--- config.mk ---
export PLATFORM = sky130hd
export DESIGN_NAME = riscv_run_monitor
export DESIGN_NICKNAME = d
export VERILOG_FILES = /design/src/rtl/riscv_run_pkg.sv /design/src/rtl/riscv_pc_trace_buf.sv /design/src/rtl/riscv_run_monitor.sv
export SDC_FILE = /design/constraint.sdc
export NUM_CORES = 1
export LEC_CHECK = 0
export ABC_AREA = 1
export BUFFER_PORTS_ARGS = -buffer_cell sky130_fd_sc_hd__buf_4
export CORE_MARGIN = 3
export CORE_UTILIZATION = 49
export DETAILED_ROUTE_END_ITERATION = 12
export PLACE_DENSITY = 0.76
export SLEW_MARGIN = 25
export SYNTH_ARGS = -nofsm -noshare
export SYNTH_HDL_FRONTEND = slang
export SYNTH_HIERARCHICAL = 1
export SYNTH_SLANG_ARGS = --single-unit
--- constraint.sdc ---
create_clock -name clk -period 1.61 [get_ports clk]
set_input_delay 0.0805 -clock clk [delete_from_list [all_inputs] [get_ports clk]]
set_output_delay 0.0805 -clock clk [all_outputs]
set_load 0.005 [all_outputs]
--- src/rtl/riscv_run_pkg.sv ---
// Shared types for the run monitor: FSM state encodings and a width helper.
// Imported by riscv_run_monitor and riscv_pc_trace_buf.
package riscv_run_pkg;

    typedef enum logic [2:0] {
        ST_IDLE    = 3'd0,
        ST_RESET   = 3'd1,
        ST_RUN     = 3'd2,
        ST_DONE    = 3'd3,
        ST_TIMEOUT = 3'd4
    } run_state_e;

    // Bits needed to index 'value' entries; never less than 1.
    function automatic int clog2(input int value);
        int w;
        w = 1;
        while ((1 << w) < value) w++;
        return w;
    endfunction

endpackage

--- src/rtl/riscv_pc_trace_buf.sv ---
// Circular buffer of the most recent PCs. Ports: wr_en/wr_pc write one entry,
// clr zeroes all entries and the pointer, rd_idx (0 = newest) selects rd_pc.
module riscv_pc_trace_buf
    import riscv_run_pkg::*;
#(
    parameter int DEPTH  = 16,
    parameter int ADDR_W = 8
) (
    input  logic                      clk,
    input  logic                      rst_n,
    input  logic                      wr_en,
    input  logic [ADDR_W-1:0]         wr_pc,
    input  logic                      clr,
    input  logic [clog2(DEPTH)-1:0]   rd_idx,
    output logic [ADDR_W-1:0]         rd_pc
);

    localparam int IW = clog2(DEPTH);

    logic [ADDR_W-1:0] mem_q [DEPTH];
    logic [ADDR_W-1:0] mem_d [DEPTH];
    logic [IW-1:0]     wr_ptr_q, wr_ptr_d;
    logic [IW-1:0]     rd_ptr;

    always_comb begin
        mem_d    = mem_q;
        wr_ptr_d = wr_ptr_q;
        if (clr) begin
            for (int i = 0; i < DEPTH; i++) mem_d[i] = '0;
            wr_ptr_d = '0;
        end else if (wr_en) begin
            mem_d[wr_ptr_q] = wr_pc;
            wr_ptr_d        = wr_ptr_q + IW'(1);
        end
    end

    // Newest entry sits just behind the write pointer.
    assign rd_ptr = wr_ptr_q - IW'(1) - rd_idx;
    assign rd_pc  = mem_q[rd_ptr];

    always_ff @(posedge clk or negedge rst_n) begin
        if (!rst_n) begin
            for (int i = 0; i < DEPTH; i++) mem_q[i] <= '0;
            wr_ptr_q <= '0;
        end else begin
            mem_q    <= mem_d;
            wr_ptr_q <= wr_ptr_d;
        end
    end

endmodule

--- src/rtl/riscv_run_monitor.sv ---
// Run controller for the core: releases core reset after a start pulse, counts
// RUN cycles, and ends the run on END_ADDR, a stalled PC, or the cycle budget.
// Ports: start/abort control, pc_i observed PC, core_rst_n to the core,
// running/done/timeout status, halt_pc, cycle_cnt, trace_idx/trace_pc.
// Option: define RUN_TRACE_EN to add the PC trace buffer (else trace_pc = 0).
module riscv_run_monitor
    import riscv_run_pkg::*;
#(
    parameter int                ADDR_W      = 8,
    parameter int                CNT_W       = 16,
    parameter int                RST_CYCLES  = 4,
    parameter int                MAX_CYCLES  = 1000,
    parameter int                STALL_LIMIT = 8,
    parameter logic [ADDR_W-1:0] END_ADDR    = 8'hFC,
    parameter int                TRACE_DEPTH = 16
) (
    input  logic                            clk,
    input  logic                            rst_n,
    input  logic                            start,
    input  logic                            abort,
    input  logic [ADDR_W-1:0]               pc_i,
    output logic                            core_rst_n,
    output logic                            running,
    output logic                            done,
    output logic                            timeout,
    output logic [ADDR_W-1:0]               halt_pc,
    output logic [CNT_W-1:0]                cycle_cnt,
    input  logic [clog2(TRACE_DEPTH)-1:0]   trace_idx,
    output logic [ADDR_W-1:0]               trace_pc
);

    localparam int RW = clog2(RST_CYCLES);
    localparam int SW = clog2(STALL_LIMIT);
    localparam logic [RW-1:0]    RST_LAST   = RW'(RST_CYCLES - 1);
    localparam logic [SW-1:0]    STALL_LAST = SW'(STALL_LIMIT - 1);
    localparam logic [CNT_W-1:0] CNT_LAST   = CNT_W'(MAX_CYCLES - 1);
    localparam logic [CNT_W-1:0] CNT_SAT    = '1;

    run_state_e        state_q, state_d;
    logic [RW-1:0]     rst_cnt_q, rst_cnt_d;
    logic [CNT_W-1:0]  cycle_cnt_q, cycle_cnt_d;
    logic [SW-1:0]     stall_cnt_q, stall_cnt_d;
    logic [ADDR_W-1:0] prev_pc_q, prev_pc_d;
    logic [ADDR_W-1:0] halt_pc_q, halt_pc_d;
    logic              first_q, first_d;
    logic              core_rst_n_q, core_rst_n_d;
    logic              pc_same;
    logic              halt;

    // No previous sample exists on the first RUN cycle.
    assign pc_same = (pc_i == prev_pc_q) & ~first_q;
    assign halt    = (pc_i == END_ADDR)
                   | (pc_same & (stall_cnt_q == STALL_LAST));

    always_comb begin
        state_d     = state_q;
        rst_cnt_d   = rst_cnt_q;
        cycle_cnt_d = cycle_cnt_q;
        stall_cnt_d = stall_cnt_q;
        prev_pc_d   = prev_pc_q;
        halt_pc_d   = halt_pc_q;
        first_d     = first_q;
        if (abort) begin
            state_d = ST_IDLE;
        end else begin
            unique case (state_q)
                ST_IDLE, ST_DONE, ST_TIMEOUT: begin
                    if (start) begin
                        state_d     = ST_RESET;
                        rst_cnt_d   = '0;
                        cycle_cnt_d = '0;
                        stall_cnt_d = '0;
                        halt_pc_d   = '0;
                    end
                end
                ST_RESET: begin
                    first_d = 1'b1;
                    if (rst_cnt_q == RST_LAST) state_d = ST_RUN;
                    else rst_cnt_d = rst_cnt_q + RW'(1);
                end
                ST_RUN: begin
                    if (cycle_cnt_q != CNT_SAT)
                        cycle_cnt_d = cycle_cnt_q + CNT_W'(1);
                    first_d     = 1'b0;
                    prev_pc_d   = pc_i;
                    stall_cnt_d = pc_same ? stall_cnt_q + SW'(1) : '0;
                    if (halt) begin
                        state_d   = ST_DONE;
                        halt_pc_d = pc_i;
                    end else if (cycle_cnt_q == CNT_LAST) begin
                        state_d   = ST_TIMEOUT;
                        halt_pc_d = pc_i;
                    end
                end
                default: state_d = ST_IDLE;
            endcase
        end
        core_rst_n_d = (state_d == ST_RUN);
    end

    always_ff @(posedge clk or negedge rst_n) begin
        if (!rst_n) begin
            state_q      <= ST_IDLE;
            rst_cnt_q    <= '0;
            cycle_cnt_q  <= '0;
            stall_cnt_q  <= '0;
            prev_pc_q    <= '0;
            halt_pc_q    <= '0;
            first_q      <= 1'b0;
            core_rst_n_q <= 1'b0;
        end else begin
            state_q      <= state_d;
            rst_cnt_q    <= rst_cnt_d;
            cycle_cnt_q  <= cycle_cnt_d;
            stall_cnt_q  <= stall_cnt_d;
            prev_pc_q    <= prev_pc_d;
            halt_pc_q    <= halt_pc_d;
            first_q      <= first_d;
            core_rst_n_q <= core_rst_n_d;
        end
    end

    assign core_rst_n = core_rst_n_q;
    assign running    = (state_q == ST_RUN);
    assign done       = (state_q == ST_DONE);
    assign timeout    = (state_q == ST_TIMEOUT);
    assign halt_pc    = halt_pc_q;
    assign cycle_cnt  = cycle_cnt_q;

`ifdef RUN_TRACE_EN
    logic trace_wr;
    logic trace_clr;

    assign trace_wr  = running & ~pc_same;
    assign trace_clr = (state_d == ST_RESET) & (state_q != ST_RESET);

    riscv_pc_trace_buf #(
        .DEPTH  (TRACE_DEPTH),
        .ADDR_W (ADDR_W)
    ) u_trace (
        .clk    (clk),
        .rst_n  (rst_n),
        .wr_en  (trace_wr),
        .wr_pc  (pc_i),
        .clr    (trace_clr),
        .rd_idx (trace_idx),
        .rd_pc  (trace_pc)
    );
`else
    logic trace_unused;

    assign trace_unused = ^trace_idx;
    assign trace_pc     = '0;
`endif

endmodule
-- Word-level counts from Yosys, hierarchy flattened
Cells that the tools add are included.
- flip-flop bits (word level): 42
- input port bits: 16
- logic and storage cells: 62
- output and inout bits: 36
- reductions and logical operators: 11
- add/subtract/negate cells: 3
- equal/unequal tests: 15
- multiplexer cells: 20
- bitwise operators: 5
- operators with widths (operator ; number):
    2-to-1 mux 16 bit ; 2
    case mux 16 bit (2 select lines) ; 1
    2-to-1 mux 8 bit ; 3
    2-to-1 mux 3 bit ; 7
    adder 16 x 1 -> 16 bit, second input constant ; 1
    equality test 16 x 10 -> 1 bit, second input constant ; 1
    != test 16 bit, second input constant ; 1
    case mux 8 bit (2 select lines) ; 1
    AND reduction 4 bit ; 3
    equality test 3 x 2 -> 1 bit, second input constant ; 3
    case mux 3 bit (3 select lines) ; 1
    equality test 8 bit ; 1
    equality test 8 bit, second input constant ; 1
    equality test 3 bit, second input constant ; 2
    case mux 3 bit (2 select lines) ; 1
    nonzero test 2 bit ; 3
    2-to-1 mux 2 bit ; 2
    != test 2 bit, second input constant ; 2
    case mux 2 bit (2 select lines) ; 1
    AND reduction 2 bit ; 2
    adder 3 x 1 -> 3 bit, second input constant ; 1
    equality test 3 x 1 -> 1 bit, second input constant ; 1
    zero test 3 bit ; 1
    != test 3 x 1 -> 1 bit, second input constant ; 1
    other kinds (9) ; 11

-- Longest topological paths before layout
Gate-level depths: netlist of the first run.
- depth in word-level cells: 8
- mapped depth: 11
- depth with buffers taken out: 11

-- Worst setup path before layout of the first run
OpenSTA, ideal clock, no wires.
- kind: reg-to-reg
- start: register cycle_cnt_q[0] (netlist: cycle_cnt[0])
- end: register cycle_cnt_q[10] (netlist: cycle_cnt[10])
- buffers on the path: 1
- stages on the path, launching flop included: 8
- library setup time: 0.126 ns
- slack: -0.082 ns
- arrival time: 1.565 ns
- period minus slack after synthesis: 1.692 ns
- cell sequence: dfrtp_1 -> ha_1 -> nand2_1 -> nor3_4 -> nand4_1 -> nand2_4 -> buf_6 -> o21ai_0
- cells in the longest elaborated chain, start to end: 3
- ends and longest elaborated chain (element ; RTL line ; RTL):
    from (decl) ; riscv_run_monitor.sv:41 ; logic [CNT_W-1:0] cycle_cnt_q, cycle_cnt_d;
    from (signal assigned) ; riscv_run_monitor.sv:114 ; cycle_cnt_q <= cycle_cnt_d;
    adder 16 x 1 -> 16 bit or != test 16 bit (tied branches) ; riscv_run_monitor.sv:83, riscv_run_monitor.sv:82 ;
    2-to-1 mux 16 bit or != test 2 x 1 -> 1 bit (tied branches) ; - ;
    case mux 16 bit (2 select lines) or AND reduction 4 bit (tied branches) ; - ;
Parallel ways exist; a longest one is shown, timed or not. The select of a mux whose other input is x is not followed.
A chain may end at the register's enable or synchronous reset.

-- Worst setup path in the final report of the first run
- start: register cycle_cnt_q[7] (netlist: cycle_cnt[7])
- end: register cycle_cnt_q[14] (netlist: cycle_cnt[14])
The elaborated chain is that of the path after synthesis.

==> run_results.csv, run 1 <==
group,metric,value,unit
setup_path,timing.critical_path.mode_cell,"sky130_fd_sc_hd__nand2_1",
synth,synth.yosys.seq_area_share,42.4,%
timing,maxSlewHeadroom,63.7,%
setup_path,worst-setup-path-type,"reg2reg",
layout,syn_to_final_growth,36.4,%
routing,number_of_iterations_in_the_first_detailed_routing_pass,4,
layout,final_layout_size_suffix_gt1_share,31.7,%
synth,yosysTopAreaCellShare,42.4,%
timing,worst-slew-pin-transition,544,ps
global_route,grt_pass1_vias,2176,
place,place_worst_setup_slack,-20.0,ps
setup_path,worstPathCellList,"nand2_1 -> nor3_1 -> nand4_1 -> nand2_4 -> buf_6 -> nand2_1 -> o21ai_1",
setup_path,crit_buf_inv,1,
setup_path,cpLargestDelayFamily,"simple AND/OR/NAND/NOR gates",
clock_network,clock_tree.root_cell,"sky130_fd_sc_hd__clkbuf_8",
routing,drt_iter0_markers,133,
setup_path,required,1820,ps
synth,register_bit_total_from_synthesis,42,
synth,synth_fa_ha_area_share,2.02,%
global_route,antenna_found_initial,0,
clock_network,clock_latency,290,ps
place,place.detailed.instances,454,
setup_path,path_max_fanout,8,
routing,finalWirelength,6100,um
synth,synthXorXnorAreaFrac,3.54,%
layout,antenna_diode_instance_count,0,
routing,avgViaCountPerCell,5.03,
floorplan,placementRows,25,
global_route,grt_first_pass_wirelength,9660,um
timing,grt_setup_unrepaired,"yes",
floorplan,die_w,77.1,um
routing,ant_nets,0,
routing,vias,2368,
floorplan,starting_density_of_the_core,51.4,%
worst_hold_path,timing.hold.worst.class,"in2reg",
timing,worst_clock_skew,5.50,ps
setup_path,worstSetupStartpointType,"flop",
synth,yosysWarnings,6,
setup_path,worst-endpoint-arrival,1780,ps
timing,final_min_period_over_clock_period,97.8,%
clock_network,cts-buffers-inserted,5,
timing,min_period,1570,ps
place,detailedPlacementHpwl,4370,um
floorplan,design.die.area,5940,um^2
synth,synth-compound-area-share,9.04,%
power,power.density,760,nW/um^2
synth,synth_cell_types,29,
setup_path,max_stage_delay,350,ps
synth,synth.largest_area_cell,"sky130_fd_sc_hd__dfrtp_1",
synth,syn-mean-instance-area,7.64,um^2
place,place.port_buffers,39,
timing,setup_viol,0,
synth,netlist_instances,324,
layout,fin_cells,471,
floorplan,core_area,4820,um^2
global_route,overflow,0,
floorplan,chipHeight,77.1,um
floorplan,ios,52,
layout,postLayoutCoreUtil,70.1,%
routing,drc,0,
setup_path,timing.critical_path.to_type,"flop",
clock_network,cts_sinks,42,
synth,combinational_family_with_the_most_area_after_synthesis,"simple AND/OR/NAND/NOR gates",
power,report.power.total,0.00257,W
power,maximum_vdd_drop,0.643,mV
layout,fillerInstances,380,
timing,final_setup_margin,35.9,ps
timing,final-hold-violation-count,0,
synth,share_of_cell_area_taken_by_muxes_after_synthesis,0.404,%
clock_network,maximum_clock_path_buffer_count,2,
setup_path,critPathSlowestCell,"sky130_fd_sc_hd__dfrtp_1",
clock_network,cts_clk_pin_slew_worst_paths,80,ps
clock_network,cts_tree,"yes",
global_route,grt_start_max_net_pins,43,
clock_network,cts_htree_levels,2,
layout,num-nets-final,423,
place,gp_routability_congestion,0.880,
timing,max_freq,635,MHz
power,leakage,1.67,nW
job,drv.max_cap_violation_count,0,
synth,synth_simple_gate_area_share,32.3,%
routing,avgRoutedWirePerCell,12.9,um
global_route,track_usage,20.0,%
synth,cell_area_after_technology_mapping,2480,um^2
synth,ys_top_cells_by_area,"sky130_fd_sc_hd__dfrtp_1 42%, sky130_fd_sc_hd__nand2_1 14%, sky130_fd_sc_hd__inv_1 5.8%",
outcome,outcome,"finished clean",
timing,timing_max_transition_violations_final,0,
cell usage in the layout, fill, tap and decap left out, drive strengths merged:
cell type    instances
nor2                32
mux2i                1
ha                   4
nand2               95
conb                 8
xnor2                1
nand3b               2
bufinv               2
dfrtp               42
clkbuf               6
a31o                 1
nor3                 9
buf                 76
xor2                 9
nor4                 2
dlygate4sd3          2
o21ai               20
o31ai                8
inv                 40
a21oi                8
nand4                9
nand3               27
flip-flops by register name (all words and copies together) (netlist names):
name	cells
rst_cnt_q	2
halt_pc	8
first_q	1
stall_cnt_q	3
prev_pc_q	8
core_rst_n	1
state_q	3
cycle_cnt	16
cell type report:
cell class	instances	area [um^2]	share of cell area, %
Clock buffer	6	82.6	2.44
Clock inverter	2	60.1	1.78
Inverter	40	155	4.59
Multi-Input combinational cell	236	1320	38.9
Sequential cell	42	1060	31.3
Tap cell	67	83.8	2.48
Timing Repair Buffer	78	626	18.5
cell families after synthesis:
group | count (synthesis)
xor gates and xnor gates | 10
muxes | 1
other | 1
buffers and inverters | 53
adders and majority gates | 4
AOI/OAI and AO/OA | 37
DFF | 42
and+or+nand+nor | 176
worst paths after layout:
| check | from | endpoint | slack, ps | depth (start not counted) |
|---|---|---|---|---|
| worst max register to register | cycle_cnt[7] | cycle_cnt[14] | 40 | 7 |
| worst min register to register | halt_pc[1] | halt_pc[1] | 480 | 2 |
| worst max-delay path | cycle_cnt[7] | cycle_cnt[14] | 40 | 7 |
| worst min-delay path | abort | state_q[0] | 20 | 2 |
| max in group asynchronous | rst_n | cycle_cnt[14] | 890 | 2 |
| min in group asynchronous | rst_n | cycle_cnt[2] | 310 | 2 |
report_power, final:
part / switching, W / leakage [nW] / internal (W)
registers: 0.0000476 / 0.557 / 0.00112
clock network: 0.000367 / 0.0714 / 0.000661
logic: 0.000220 / 1.04 / 0.000149
total: 0.000634 / 1.67 / 0.00193
metal layers:
metal | track usage, % | wire (um) | up-vias
li1 | - | - | 1194
met1 | 25.1 | 2640 | 1116
met2 | 34.8 | 3130 | 53
met3 | 3.29 | 283 | 5
met4 | 6.76 | 51 | 0
met5 | 0 | 0 | -
synth_stat cells (all sizes together):
master	number
nand3	27
nand4	9
nand3b	2
nor4	2
conb	1
a21oi	8
mux2i	1
nand2	95
nor2	32
xor2	9
o31ai	8
ha	4
xnor2	1
inv	40
a31o	1
dfrtp	42
buf	13
o21ai	20
nor3	9
through the flow:
stage	hold WS (ps)	cell area [um^2]	setup TNS, ps
2_1_floorplan	-215	2510	0
3_3_place_gp	103	3020	-0.532
3_5_place_dp	104	3020	-83.0
4_1_cts	3.99	3190	0
5_1_grt	18.7	3380	-465
6_report	19.2	3380	0
repair_timing:
item,in CTS,in global routing
endpoints found under the setup margin,15,36
hold endpoints to repair,42,1
pin swaps,1,9
buffers inserted,2,5
gates resized for setup,1,47
hold buffers,1,1
gates cloned,0,0
No activity file was read; power rests on OpenSTA's default activity.
==> run 2, diff against run 1 <==
==> constraint.sdc (replaced) <==
create_clock -name clk -period 1.61 [get_ports clk]
set_input_delay 0.2415 -clock clk [delete_from_list [all_inputs] [get_ports clk]]
set_output_delay 0.2415 -clock clk [all_outputs]
set_load 0.005 [all_outputs]
==> run_results.csv, run 2 (synthesis results as in run 1) <==
group,metric,value,unit
outcome,outcome,"finished clean",
setup_path,timing.critical_path.to_type,"flop",
setup_path,crit_buf_inv,3,
global_route,grt_first_pass_wirelength,10100,um
layout,syn_to_final_growth,33.9,%
floorplan,placementRows,25,
place,place.port_buffers,39,
global_route,overflow,0,
timing,worst_clock_skew,6.41,ps
floorplan,starting_density_of_the_core,51.4,%
clock_network,cts_tree,"yes",
place,detailedPlacementHpwl,4490,um
clock_network,cts_htree_levels,2,
routing,drc,0,
clock_network,clock_latency,300,ps
worst_hold_path,cells_on_worst_hold_path,2,
setup_path,worst-setup-path-type,"reg2reg",
global_route,track_usage,21.0,%
setup_path,timing.critical_path.depth,8,
layout,seq_area,1050,um^2
clock_network,maximum_clock_path_buffer_count,2,
floorplan,ios,52,
clock_network,cts_sinks,42,
setup_path,path_max_fanout,6,
routing,vias,2378,
power,seqPwrFrac,53.2,%
worst_hold_path,hold_end,"state_q[2]",
timing,grt_setup_unrepaired,"yes",
layout,fin_cells,469,
power,clockPowerShare,30.0,%
setup_path,max_stage_delay,440,ps
timing,timing_max_transition_violations_final,0,
layout,antenna_diode_instance_count,0,
setup_path,timing.rr.start,"state_q[2]",
layout,final_layout_size_suffix_gt1_share,30.6,%
setup_path,worst-endpoint-arrival,1770,ps
layout,multiInputGateArea,1300,um^2
setup_path,worstRegToRegCells,8,
timing,maxSlewHeadroom,63.6,%
global_route,grt_pass1_vias,2236,
timing,min_period,1570,ps
worst_hold_path,hp-start,"abort",
layout,fillerInstances,419,
power,internal_power,0.00156,W
timing,final-hold-violation-count,0,
power,power.net_switching,0.000637,W
floorplan,die_w,77.1,um
global_route,antenna_found_initial,0,
setup_path,r2r_slack,40,ps
power,netSwitchingFraction,29.0,%
power,power.density,663,nW/um^2
routing,finalWirelength,6140,um
layout,final_common_cell,"sky130_fd_sc_hd__nand2_1",
power,leakage,1.64,nW
floorplan,core_area,4820,um^2
timing,max_freq,636,MHz
routing,avgRoutedWirePerCell,13.1,um
clock_network,clock_tree.root_cell,"sky130_fd_sc_hd__clkbuf_8",
place,gp_routability_congestion,0.870,
routing,drt_iter0_markers,131,
setup_path,required,1800,ps
setup_path,critPathSlowestCell,"sky130_fd_sc_hd__dfrtp_1",
job,drv.max_cap_violation_count,0,
floorplan,design.die.area,5940,um^2
setup_path,worstPathCellList,"nor3_4 -> buf_12 -> buf_4 -> nand2_2 -> nand3b_4 -> buf_12 -> nand3_1 -> nand2_1",
routing,ant_nets,0,
routing,number_of_iterations_in_the_first_detailed_routing_pass,4,
timing,setup_viol,0,
setup_path,reg2reg_capture_point,"halt_pc[1]",
layout,largest_reg_flops,16,
power,combinational_fraction_of_design_power,16.8,%
setup_path,cpLargestDelayFamily,"simple AND/OR/NAND/NOR gates",
layout,postLayoutCoreUtil,68.8,%
clock_network,cts_clk_pin_slew_worst_paths,80,ps
timing,final_min_period_over_clock_period,97.6,%
worst_hold_path,timing.hold.worst.class,"in2reg",
clock_network,cts-buffers-inserted,5,
timing,worst-slew-pin-transition,546,ps
layout,num-nets-final,422,
layout,top_library_cells_by_usage_in_the_layout_fill_and_taps_aside,"85 x sky130_fd_sc_hd__nand2_1, 69 x sky130_fd_sc_hd__buf_4, 39 x sky130_fd_sc_hd__dfrtp_1",
power,maximum_vdd_drop,0.544,mV
setup_path,worstSetupStartpointType,"flop",
routing,avgViaCountPerCell,5.07,
setup_path,timing.critical_path.mode_cell,"sky130_fd_sc_hd__buf_12",
global_route,grt_start_max_net_pins,43,
place,place.detailed.instances,455,
floorplan,chipHeight,77.1,um
-- run 2: what timing repair did --
item,CTS,global route
hold buffers,1,0
resized for setup,1,40
buffers inserted,1,5
setup endpoints to repair,28,40
hold endpoints to repair,42,0
pin swaps,1,16
-- run 2: how the worst max path moves through the flow --
stage                       from             end  slack [ps]
finish                state_q[2]      halt_pc[1]          40
global route        cycle_cnt[1]      halt_pc[5]         -70
CTS                 cycle_cnt[1]   cycle_cnt[15]          10
detailed placement    state_q[2]  stall_cnt_q[1]         -30
global placement      state_q[2]    prev_pc_q[0]          -8
floorplan           cycle_cnt[0]   cycle_cnt[10]           1
-- run 2: layout make-up --
| class | count | share of cell area, % |
|---|---|---|
| Multi-Input combinational cell | 236 | 39.3 |
| Clock buffer | 5 | 2.08 |
| Sequential cell | 42 | 31.8 |
| Inverter | 40 | 4.76 |
| Tap cell | 67 | 2.53 |
| Clock inverter | 2 | 0.302 |
| Timing Repair Buffer | 77 | 19.2 |
-- run 2: through the flow --
step	cell area, um^2	power, W	setup WS (ps)	hold WS [ps]	setup TNS (ps)
6_report	3310	0.00220	38.5	170	0
3_5_place_dp	3030	0.00153	-33.1	266	-308
5_1_grt	3310	0.00230	-70.3	177	-562
3_3_place_gp	3030	0.00151	-8.01	265	-14.6
4_1_cts	3150	0.00218	10.1	158	0
2_1_floorplan	2510	0.00140	1.21	-54.1	0
-- run 2: per-layer routing --
metal  global-route usage, %  share of wire, %  routed length, um
met1                    27.5                44               2720
met2                    36.0                50               3080
met3                    2.93               4.6                283
met4                    6.76               1.0                 62
met5                       0                 0                  0
-- run 2: power groups by stage --
stage / registers (W) / logic [W] / clock network, W
after floorplan: 0.00118 / 0.000214 / 0
after global placement: 0.00118 / 0.000329 / 0
after detailed placement: 0.00119 / 0.000340 / 0
after CTS: 0.00116 / 0.000347 / 0.000669
after global routing: 0.00118 / 0.000419 / 0.000709
final: 0.00117 / 0.000369 / 0.000661
